`src/rtl/mmio_uart_pkg.sv`:
```
// Shared types and constants for the display-MMIO UART transmitter.
// The state encodings are fixed constants so that legacy tools can match them.
package mmio_uart_pkg;

    localparam logic [19:0] DISP_PAGE    = 20'hAAAAA;
    localparam logic [11:0] DISP_WEA_OFF = 12'h004;
    localparam logic [11:0] DISP_DAT_OFF = 12'h008;

    localparam logic [1:0] ST_IDLE  = 2'd0;
    localparam logic [1:0] ST_START = 2'd1;
    localparam logic [1:0] ST_DATA  = 2'd2;
    localparam logic [1:0] ST_STOP  = 2'd3;

    typedef enum logic [1:0] {
        IDLE  = ST_IDLE,
        START = ST_START,
        DATA  = ST_DATA,
        STOP  = ST_STOP
    } tx_state_t;

    function automatic int clks_per_bit(input int clk_hz, input int baud);
        return clk_hz / baud;
    endfunction

endpackage

```
`src/rtl/uart_word_fifo.sv`:
```
// Synchronous first-word-fall-through word FIFO; a push into a full FIFO is
// accepted only when a pop frees a slot in the same cycle.
module uart_word_fifo #(
    parameter int DEPTH = 4,
    parameter int WIDTH = 32
) (
    input  logic                           clk,
    input  logic                           rst,
    input  logic                           push,
    input  logic                           pop,
    input  logic [WIDTH-1:0]               din,
    output logic [WIDTH-1:0]               dout,
    output logic                           full,
    output logic                           empty,
    output logic [$clog2(DEPTH+1)-1:0]     level
);

    localparam int AW = $clog2(DEPTH);
    localparam int LW = $clog2(DEPTH + 1);

    logic [WIDTH-1:0] mem_r [DEPTH];
    logic [AW-1:0]    wr_ptr_r;
    logic [AW-1:0]    rd_ptr_r;
    logic [LW-1:0]    level_r;
    logic             push_ok_s;
    logic             pop_ok_s;

    assign full      = (level_r == LW'(DEPTH));
    assign empty     = (level_r == {LW{1'b0}});
    assign push_ok_s = push & (~full | pop);
    assign pop_ok_s  = pop & ~empty;
    assign dout      = mem_r[rd_ptr_r];
    assign level     = level_r;

    // Storage array; contents are don't-care until written.
    always_ff @(posedge clk) begin
        if (push_ok_s) begin
            mem_r[wr_ptr_r] <= din;
        end
    end

    // Pointers and occupancy.
    always_ff @(posedge clk or negedge rst) begin
        if (!rst) begin
            wr_ptr_r <= {AW{1'b0}};
            rd_ptr_r <= {AW{1'b0}};
            level_r  <= {LW{1'b0}};
        end else begin
            if (push_ok_s) begin
                wr_ptr_r <= wr_ptr_r + AW'(1'b1);
            end
            if (pop_ok_s) begin
                rd_ptr_r <= rd_ptr_r + AW'(1'b1);
            end
            case ({push_ok_s, pop_ok_s})
                2'b10:   level_r <= level_r + LW'(1'b1);
                2'b01:   level_r <= level_r - LW'(1'b1);
                default: level_r <= level_r;
            endcase
        end
    end

endmodule

```
`src/rtl/mmio_disp_uart_tx.sv`:
```
// Display MMIO consumer: each rising edge of disp_wea queues disp_dat, and an
// 8N1 transmitter sends every queued word LS byte first.
module mmio_disp_uart_tx
    import mmio_uart_pkg::*;
#(
    parameter int CLK_HZ     = 100_000_000,
    parameter int BAUD       = 115_200,
    parameter int FIFO_DEPTH = 4
) (
    input  logic                               clk,
    input  logic                               rst,
    input  logic                               disp_wea,
    input  logic [31:0]                        disp_dat,
    input  logic                               ovf_clr,
    output logic                               tx,
    output logic                               busy,
    output logic [$clog2(FIFO_DEPTH+1)-1:0]    fifo_level,
    output logic                               overflow
);

    localparam int CPB = clks_per_bit(CLK_HZ, BAUD);
    localparam int BW  = $clog2(CPB);
    localparam int LW  = $clog2(FIFO_DEPTH + 1);
    localparam logic [BW-1:0] BAUD_LAST = BW'(CPB - 1);

    logic            wea_q_r;
    logic            push_s;
    logic            push_ok_s;
    logic            pop_s;
    logic            ovf_set_s;
    logic            full_s;
    logic            empty_s;
    logic [31:0]     fifo_dout_s;
    logic [LW-1:0]   fifo_level_s;
    logic [LW-1:0]   level_nx_s;

    tx_state_t       state_r;
    tx_state_t       state_nx_s;
    logic [BW-1:0]   baud_r;
    logic [BW-1:0]   baud_nx_s;
    logic            baud_wrap_s;
    logic [2:0]      bit_r;
    logic [2:0]      bit_nx_s;
    logic [1:0]      byte_r;
    logic [1:0]      byte_nx_s;
    logic [31:0]     shift_r;
    logic [31:0]     shift_nx_s;
    logic            tx_nx_s;
    logic            tx_r;
    logic            busy_r;
    logic            overflow_r;

    assign push_s      = disp_wea & ~wea_q_r;
    assign push_ok_s   = push_s & (~full_s | pop_s);
    assign ovf_set_s   = push_s & full_s & ~pop_s;
    assign baud_wrap_s = (baud_r == BAUD_LAST);
    assign level_nx_s  = fifo_level_s + LW'(push_ok_s) - LW'(pop_s);

    uart_word_fifo #(
        .DEPTH (FIFO_DEPTH),
        .WIDTH (32)
    ) u_fifo (
        .clk   (clk),
        .rst   (rst),
        .push  (push_s),
        .pop   (pop_s),
        .din   (disp_dat),
        .dout  (fifo_dout_s),
        .full  (full_s),
        .empty (empty_s),
        .level (fifo_level_s)
    );

    // Next-state logic: bit and byte only advance on the baud wrap cycle.
    always_comb begin
        state_nx_s = state_r;
        baud_nx_s  = baud_r;
        bit_nx_s   = bit_r;
        byte_nx_s  = byte_r;
        shift_nx_s = shift_r;
        pop_s      = 1'b0;
        case (state_r)
            IDLE: begin
                baud_nx_s = {BW{1'b0}};
                if (!empty_s) begin
                    pop_s      = 1'b1;
                    shift_nx_s = fifo_dout_s;
                    byte_nx_s  = 2'd0;
                    bit_nx_s   = 3'd0;
                    state_nx_s = START;
                end else begin
                    state_nx_s = IDLE;
                end
            end
            START: begin
                if (baud_wrap_s) begin
                    baud_nx_s  = {BW{1'b0}};
                    bit_nx_s   = 3'd0;
                    state_nx_s = DATA;
                end else begin
                    baud_nx_s = baud_r + BW'(1'b1);
                end
            end
            DATA: begin
                if (baud_wrap_s) begin
                    baud_nx_s = {BW{1'b0}};
                    if (bit_r == 3'd7) begin
                        state_nx_s = STOP;
                    end else begin
                        bit_nx_s = bit_r + 3'd1;
                    end
                end else begin
                    baud_nx_s = baud_r + BW'(1'b1);
                end
            end
            STOP: begin
                if (baud_wrap_s) begin
                    baud_nx_s = {BW{1'b0}};
                    if (byte_r != 2'd3) begin
                        byte_nx_s  = byte_r + 2'd1;
                        state_nx_s = START;
                    end else begin
                        state_nx_s = IDLE;
                    end
                end else begin
                    baud_nx_s = baud_r + BW'(1'b1);
                end
            end
            default: begin
                state_nx_s = IDLE;
            end
        endcase
    end

    // Line level follows the next state so the flopped tx lines up with state_r.
    always_comb begin
        tx_nx_s = 1'b1;
        case (state_nx_s)
            START:   tx_nx_s = 1'b0;
            DATA:    tx_nx_s = shift_nx_s[{byte_nx_s, bit_nx_s}];
            default: tx_nx_s = 1'b1;
        endcase
    end

    // State, counters, line and status registers.
    always_ff @(posedge clk or negedge rst) begin
        if (!rst) begin
            wea_q_r    <= 1'b0;
            state_r    <= IDLE;
            baud_r     <= {BW{1'b0}};
            bit_r      <= 3'd0;
            byte_r     <= 2'd0;
            shift_r    <= 32'h0000_0000;
            tx_r       <= 1'b1;
            busy_r     <= 1'b0;
            overflow_r <= 1'b0;
        end else begin
            wea_q_r <= disp_wea;
            state_r <= state_nx_s;
            baud_r  <= baud_nx_s;
            bit_r   <= bit_nx_s;
            byte_r  <= byte_nx_s;
            shift_r <= shift_nx_s;
            tx_r    <= tx_nx_s;
            busy_r  <= (state_nx_s != IDLE) | (level_nx_s != {LW{1'b0}});
            if (ovf_set_s) begin
                overflow_r <= 1'b1;
            end else if (ovf_clr) begin
                overflow_r <= 1'b0;
            end else begin
                overflow_r <= overflow_r;
            end
        end
    end

    assign tx         = tx_r;
    assign busy       = busy_r;
    assign fifo_level = fifo_level_s;
    assign overflow   = overflow_r;

endmodule

```
`config.mk`:
```
export PLATFORM = sky130hd
export DESIGN_NAME = mmio_disp_uart_tx
export DESIGN_NICKNAME = d
export VERILOG_FILES = /design/src/rtl/mmio_uart_pkg.sv /design/src/rtl/uart_word_fifo.sv /design/src/rtl/mmio_disp_uart_tx.sv
export SDC_FILE = /design/constraint.sdc
export NUM_CORES = 1
export LEC_CHECK = 0
export CAP_MARGIN = 20
export CORE_MARGIN = 2
export CORE_UTILIZATION = 50
export CTS_CLUSTER_DIAMETER = 100
export DETAILED_ROUTE_END_ITERATION = 10
export PLACE_DENSITY = 0.77
export SETUP_SLACK_MARGIN = 0.5
export SYNTH_ARGS = -nofsm -noshare
export SYNTH_HDL_FRONTEND = slang
export SYNTH_SLANG_ARGS = --single-unit
export TNS_END_PERCENT = 100
```
`constraint.sdc`:
```
create_clock -name clk -period 3.5 [get_ports clk]
set_input_delay 0.35 -clock clk [delete_from_list [all_inputs] [get_ports clk]]
set_output_delay 0.35 -clock clk [all_outputs]
set_load 0.1 [all_outputs]
```
# After elaboration in Yosys (flattened, before gate mapping)
# Memories as Yosys holds them, arrays and structs flattened.
# Cells that the tools add are included.
# Widths: inputs -> output; s select.
# totals
register_bits	60
ramBits	128
inputBits	36
wordCells	82
memories	1
# classes
add_sub_neg	9
magnitude_cmp	1
n_eq_ne	11
n_mux	30
bitwise_logic	11
reduce_logical	7
# mem_list
memory	depth	word_bits	read_ports	rd_clocked_by_memory_dff	wr	line_no	text
u_fifo.mem_r	4	32	1	0	1	uart_word_fifo.sv:21	logic [WIDTH-1:0] mem_r [DEPTH];
# op_table
operator	n
$mux 32	2
$pmux 10 s2	1
$mux 2	7
$mux 3	4
$add 10x1->10 const B	1
$eq 10x10->1 const B	1
$mux 10	1
$mux 1	9
$pmux 3 s3	1
$eq 2x2->1 const B	4
$pmux 2 s4	1
$add 2x1->2 const B	3
$add 3x1->3 const B	2
$eq 2x1->1 const B	3
$eq 3x3->1 const B	2
$lt 5x6->1 const B	1
$pmux 3 s2	1
$reduce_bool 2->1	3
$and 1x1->1	5
$bmux 1 s5	1
$not 1->1	4
$pmux 2 s2	1
$add 3x1->3	1
$logic_not 3->1	1
other kinds (8)	9

# Depth between registers and ports, before layout
# depth
depth_word	9
depth_mapped	12
depth_no_buf	11

# Cells and area by module
# Synthesis repeated with hierarchy kept, for this count alone.
# hier_totals
hier_cells	428
area_unflattened_um2	7763.7
# by_module_without_submodules
module	instances	cells_each	area_each_um2	seq_area_each_um2
uart_word_fifo	1	206	5041.1	4018.9
mmio_disp_uart_tx	1	222	2722.6	1327.5

# Least setup slack after synthesis
# Ideal clock, no wire load.
# synth_path
path_kind	reg-to-reg
startpoint	register u_fifo.level_r[0], in the netlist u_fifo.level[0]
endpoint	memory u_fifo.mem_r[0][0] (enable)
arrival_ns	2.772
path_slack_ns	0.336
path_stages_with_launch	4
period_less_slack_ns	3.164
cell_sequence	dfrtp_1 > or4b_2 > nor3b_1 > and2_1
# synth_via
elab_chain_cells	7
word_cells_on_any_way	9
# synth_rtl
element	line_no	text
start: declaration	uart_word_fifo.sv:24	logic [LW-1:0] level_r;
start signal: assignment	uart_word_fifo.sv:47	level_r <= {LW{1'b0}};
start signal: assignment	uart_word_fifo.sv:56	2'b10: level_r <= level_r + LW'(1'b1);
start signal: assignment	uart_word_fifo.sv:57	2'b01: level_r <= level_r - LW'(1'b1);
$logic_not 3->1	uart_word_fifo.sv:29	assign empty = (level_r == {LW{1'b0}});
$mux 1	mmio_disp_uart_tx.sv:85	if (!empty_s) begin
$mux 1	mmio_disp_uart_tx.sv:82	case (state_r)
$or 1x1->1 (*)	--	
$and 1x1->1 (*)	--	
net push_ok_s	mmio_disp_uart_tx.sv:28	logic push_ok_s;
$mux 1 (*)	uart_word_fifo.sv:37	if (push_ok_s) begin
$mux 1 (implied by the code) (*)	uart_word_fifo.sv:38	mem_r[wr_ptr_r] <= din;
end: declaration	uart_word_fifo.sv:21	
# The timed path passes the listed nets; every way through them passes the cells marked *.

# Final worst setup path
# layout_path
startpoint	register baud_r[0]
endpoint	register tx_r, in the netlist tx
# layout_via
elab_chain_cells	6
word_cells_on_any_way	15
# layout_rtl
element	line_no	text
start: declaration	mmio_disp_uart_tx.sv:39	logic [BW-1:0] baud_r;
start signal: assignment	mmio_disp_uart_tx.sv:150	baud_r <= {BW{1'b0}};
start signal: assignment	mmio_disp_uart_tx.sv:160	baud_r <= baud_nx_s;
$eq 10x10->1 (*)	mmio_disp_uart_tx.sv:56	assign baud_wrap_s = (baud_r == BAUD_LAST);
$mux 3, or another cell as far along	mmio_disp_uart_tx.sv:105	if (baud_wrap_s) begin
$pmux 3 s3 / $pmux 2 s2 (equally long branches)	mmio_disp_uart_tx.sv:82	
$bmux 1 s5	mmio_disp_uart_tx.sv:140	DATA: tx_nx_s = shift_nx_s[{byte_nx_s, bit_nx_s}];
$mux 1 (implied by the code)	mmio_disp_uart_tx.sv:140	
$pmux 1 s2 (*)	mmio_disp_uart_tx.sv:138	case (state_nx_s)
net tx_nx_s	mmio_disp_uart_tx.sv:48	logic tx_nx_s;
end signal: assignment	mmio_disp_uart_tx.sv:164	tx_r <= tx_nx_s;
end: declaration	mmio_disp_uart_tx.sv:49	logic tx_r;
# The timed path passes the listed nets; every way through them passes the cells marked *. The select of a mux whose other input is x is not followed.
# A chain may end at the register's enable or synchronous reset.

==> impl_metrics.prom <==
# TYPE chip_impl_metric gauge
chip_impl_info{name="outcome",value="complete, no violations"} 1
chip_impl_info{name="clock-root-buffer",value="clkbuf_16"} 1
chip_impl_info{name="timing_worst_setup_path_type",value="flop to flop"} 1
chip_impl_metric{name="routabilityCongestion",unit=""} 0.860
chip_impl_metric{name="worstMarginPinSlew",unit="ns"} 0.967
chip_impl_info{name="grt_setup_unrepaired",value="false"} 1
chip_impl_metric{name="die-height",unit="um"} 130
chip_impl_metric{name="dpl_cell_area",unit="um^2"} 8620
chip_impl_metric{name="post_synth_instance_area",unit="um^2"} 7900
chip_impl_metric{name="slew_headroom",unit="%"} 35.3
chip_impl_metric{name="total_switching_power",unit="mW"} 1.35
chip_impl_metric{name="detail_route.first_pass.iterations",unit=""} 4
chip_impl_metric{name="route.vias.total",unit=""} 4297
chip_impl_metric{name="ys_seq_area_share",unit="%"} 67.7
chip_impl_metric{name="finalCoreUtilization",unit="%"} 60.4
chip_impl_metric{name="worst-endpoint-required",unit="ns"} 3.84
chip_impl_metric{name="grt_start_max_net_pins",unit=""} 38
chip_impl_metric{name="initial_antenna_violation_count",unit=""} 0
chip_impl_info{name="synth_top_family_by_area",value="multiplexers"} 1
chip_impl_metric{name="synth_warnings",unit=""} 0
chip_impl_metric{name="pwr-share-comb",unit="%"} 11.8
chip_impl_info{name="timing.critical_path.to_type",value="flop"} 1
chip_impl_metric{name="yosys.area_share.xor_xnor",unit="%"} 1.77
chip_impl_metric{name="synth-edff-count",unit=""} 128
chip_impl_metric{name="final_hpwl_dp",unit="um"} 9220
chip_impl_info{name="layout_common_cells",value="128 x edfxtp_1, 105 x nand2_1, 56 x dfrtp_1"} 1
chip_impl_metric{name="synthSimpleGateAreaFrac",unit="%"} 10.5
chip_impl_metric{name="grt-ovfl-total",unit=""} 0
chip_impl_metric{name="post-route-drc-count",unit=""} 0
chip_impl_metric{name="worst_path_maximum_fanout",unit=""} 6
chip_impl_metric{name="chip_width",unit="um"} 130
chip_impl_metric{name="yosys_register_bits",unit=""} 188
chip_impl_metric{name="grt_first_pass_wirelength",unit="um"} 23500
chip_impl_info{name="hp-class",value="input port to async pin"} 1
chip_impl_metric{name="post-route-period-util",unit="%"} 80.2
chip_impl_metric{name="drt_wl_total",unit="um"} 14300
chip_impl_metric{name="via_count_of_the_first_global_routing_pass",unit=""} 4504
chip_impl_metric{name="timing.critical_path.arrival",unit="ns"} 3.15
chip_impl_metric{name="adder_and_majority_cell_fraction_of_the_synthesized_area",unit="%"} 2.72
chip_impl_metric{name="design.die.area",unit="um^2"} 16800
chip_impl_metric{name="antenna-diode-count",unit=""} 0
chip_impl_metric{name="share_of_the_synthesized_area_in_compound_gates_ao_oa_aoi_oai",unit="%"} 3.61
chip_impl_info{name="dominantRegCellSynth",value="edfxtp_1"} 1
chip_impl_metric{name="p_int",unit="mW"} 3.81
chip_impl_info{name="commonest_non_fill_non_tap_cell_in_the_layout",value="edfxtp_1"} 1
chip_impl_metric{name="start_util",unit="%"} 51.6
chip_impl_metric{name="detail_route.wl_per_cell",unit="um"} 18.1
chip_impl_metric{name="final_antenna_net_count",unit=""} 0
chip_impl_metric{name="flop_pwr_share",unit="%"} 51.9
chip_impl_metric{name="peakVddDrop",unit="V"} 0.000579
chip_impl_metric{name="worstSkewPairLatency",unit="ns"} 0.43
chip_impl_metric{name="cts_buffers",unit=""} 17
chip_impl_metric{name="fin_skew",unit="ns"} 0.0107
chip_impl_metric{name="synth.avg_cell_area",unit="um^2"} 15.5
chip_impl_metric{name="ctsLongestPathBuffers",unit=""} 2
chip_impl_metric{name="cts.htree.levels",unit=""} 4
chip_impl_metric{name="power.share.switching",unit="%"} 26.2
chip_impl_metric{name="cts_hold_buf",unit=""} 0
chip_impl_metric{name="tritoncts_num_sinks",unit=""} 188
chip_impl_metric{name="grt_use_total",unit="%"} 18.7
chip_impl_metric{name="areaGrowthSynthToFinish",unit="%"} 17.0
chip_impl_metric{name="period_minus_slack",unit="ns"} 2.81
chip_impl_metric{name="layout-drive-gt1-share",unit="%"} 18.8
chip_impl_metric{name="timing_hold_violations_final",unit=""} 0
chip_impl_metric{name="drv_slew",unit=""} 0
chip_impl_metric{name="total_negative_slack",unit="ns"} 0
chip_impl_metric{name="layout.cell_area.non_filler",unit="um^2"} 9250
chip_impl_metric{name="final_net_count",unit=""} 618
chip_impl_metric{name="power_frac_clock",unit="%"} 36.3
chip_impl_metric{name="vias_per_inst",unit=""} 5.44
chip_impl_metric{name="multiplexer_fraction_of_the_synthesized_cell_area",unit="%"} 11.5
chip_impl_metric{name="max_cap_viol_count",unit=""} 0
chip_impl_metric{name="power.density",unit="nW/um^2"} 558
chip_impl_metric{name="async_flop_share",unit="%"} 31.9
chip_impl_metric{name="post_synthesis_instance_total",unit=""} 511
chip_impl_metric{name="finalSetupViolations",unit=""} 0
chip_impl_metric{name="cellLeakagePower",unit="nW"} 3.39
chip_impl_metric{name="core",unit="um^2"} 15300
chip_impl_metric{name="postSynthNetCount",unit=""} 563
chip_impl_metric{name="max_clock_freq",unit="MHz"} 356
chip_impl_metric{name="top_level_ports",unit=""} 42
chip_impl_info{name="crit_path_start_kind",value="flop"} 1
chip_impl_metric{name="drt_first_iter_violations",unit=""} 322
chip_impl_metric{name="port_buffers",unit=""} 41
chip_impl_metric{name="post_synth_num_cell_types",unit=""} 61
chip_impl_info{name="cts_tree",value="done"} 1
chip_impl_metric{name="placement_rows",unit=""} 45
chip_impl_metric{name="clock_transition_at_the_registers_of_the_reported_paths",unit="ns"} 0.07
-- power by group through the flow --
| stage | registers (mW) | clock network (mW) | logic, mW |
|---|---|---|---|
| 2_1_floorplan | 2.84 | 0 | 0.246 |
| 3_3_place_gp | 2.70 | 0 | 0.594 |
| 3_5_place_dp | 2.72 | 0 | 0.613 |
| 4_1_cts | 2.67 | 1.90 | 0.617 |
| 5_1_grt | 2.69 | 1.99 | 0.672 |
| 6_report | 2.68 | 1.87 | 0.611 |
-- layout make-up --
| class | count | area (um^2) |
|---|---|---|
| multi-input cells | 283 | 2410 |
| inverters | 22 | 82.6 |
| repair buffers | 54 | 557 |
| well taps | 211 | 264 |
| fillers | 1158 | 6070 |
| clock inverters | 14 | 156 |
| flip-flops and latches | 188 | 5350 |
| clock buffers | 18 | 429 |
-- layer usage --
layer	track usage (%)	vias to the layer above	wire length [um]
li1	-	2001	-
met1	25.5	2191	6430
met2	30.5	91	7240
met3	4.43	14	481
met4	5.76	0	179
met5	0	-	0
-- cell families (layout without fill, tap and decap cells) --
| family | after synthesis | in the layout |
|---|---|---|
| AOI/OAI and AO/OA | 29 | 29 |
| xor gates and xnor gates | 16 | 16 |
| adders and majority gates | 16 | 16 |
| buffers and inverters | 40 | 108 |
| DFF | 188 | 188 |
| muxes | 51 | 51 |
| and+or+nand+nor | 171 | 171 |
-- final timing paths --
kind	cells after the start	slack [ns]	end	startpoint
max in group asynchronous	2	2.62	u_fifo.rd_ptr_r[0]	rst
setup reg to reg	9	0.69	tx	baud_r[0]
hold / removal	1	0.03	u_fifo.level[0]	rst
setup / recovery	9	0.69	tx	baud_r[0]
hold reg to reg	2	0.48	shift_r[26]	shift_r[26]
min in group clk	1	0.41	wea_q_r	disp_wea
-- worst max-delay path, stage by stage, from the launching register on --
cell     delay (ns)
dfrtp_1        0.40
ha_1           0.24
or3b_4         0.44
nor3_4         0.34
buf_4          0.19
a32oi_1        0.10
o31ai_2        0.44
nand2_1        0.11
nor4b_1        0.34
a31oi_1        0.12
-- registers in the layout (all words and copies together), names as in the netlist, 2 cells and up --
register         cells
u_fifo.level         3
u_fifo.rd_ptr_r      2
u_fifo.mem_r       128
baud_r              10
shift_r             32
state_r              2
u_fifo.wr_ptr_r      2
byte_r               2
bit_r                3
-- metrics by stage --
step / instances / hold WS, ns / worst slack, ns / power (mW)
2_1_floorplan: 511 / 0.0544 / 0.516 / 3.08
6_report: 790 / 0.0313 / 0.692 / 5.16
5_1_grt: 790 / 0.0848 / 0.488 / 5.35
3_5_place_dp: 756 / 0.458 / 0.554 / 3.33
3_3_place_gp: 756 / 0.455 / 0.682 / 3.29
4_1_cts: 788 / 0.0466 / 0.528 / 5.19
-- Yosys cell counts (all sizes together), types with 3 or more instances --
library cell | count | area share [%]
xor2 | 8 | 0.89
clkbuf | 8 | 0.38
o31ai | 7 | 1.0
edfxtp | 128 | 49
nand4 | 6 | 0.48
and3 | 3 | 0.27
xnor2 | 8 | 0.89
nor2 | 18 | 0.85
mux2i | 19 | 2.4
buf | 10 | 0.79
nor4b | 3 | 0.41
nor3 | 5 | 0.52
mux4 | 32 | 9.1
nand2 | 107 | 5.1
nand3 | 5 | 0.48
nor4 | 5 | 0.40
ha | 14 | 2.2
a31oi | 3 | 0.43
dfrtp | 59 | 19
o21ai | 3 | 0.19
inv | 21 | 1.0
nor3b | 3 | 0.28
and2 | 6 | 0.48
-- timing repair --
action,CTS,global route
buffers inserted,0,2
resized for setup,0,5
setup endpoints to repair,0,84
No activity file was read; power rests on OpenSTA's default activity.
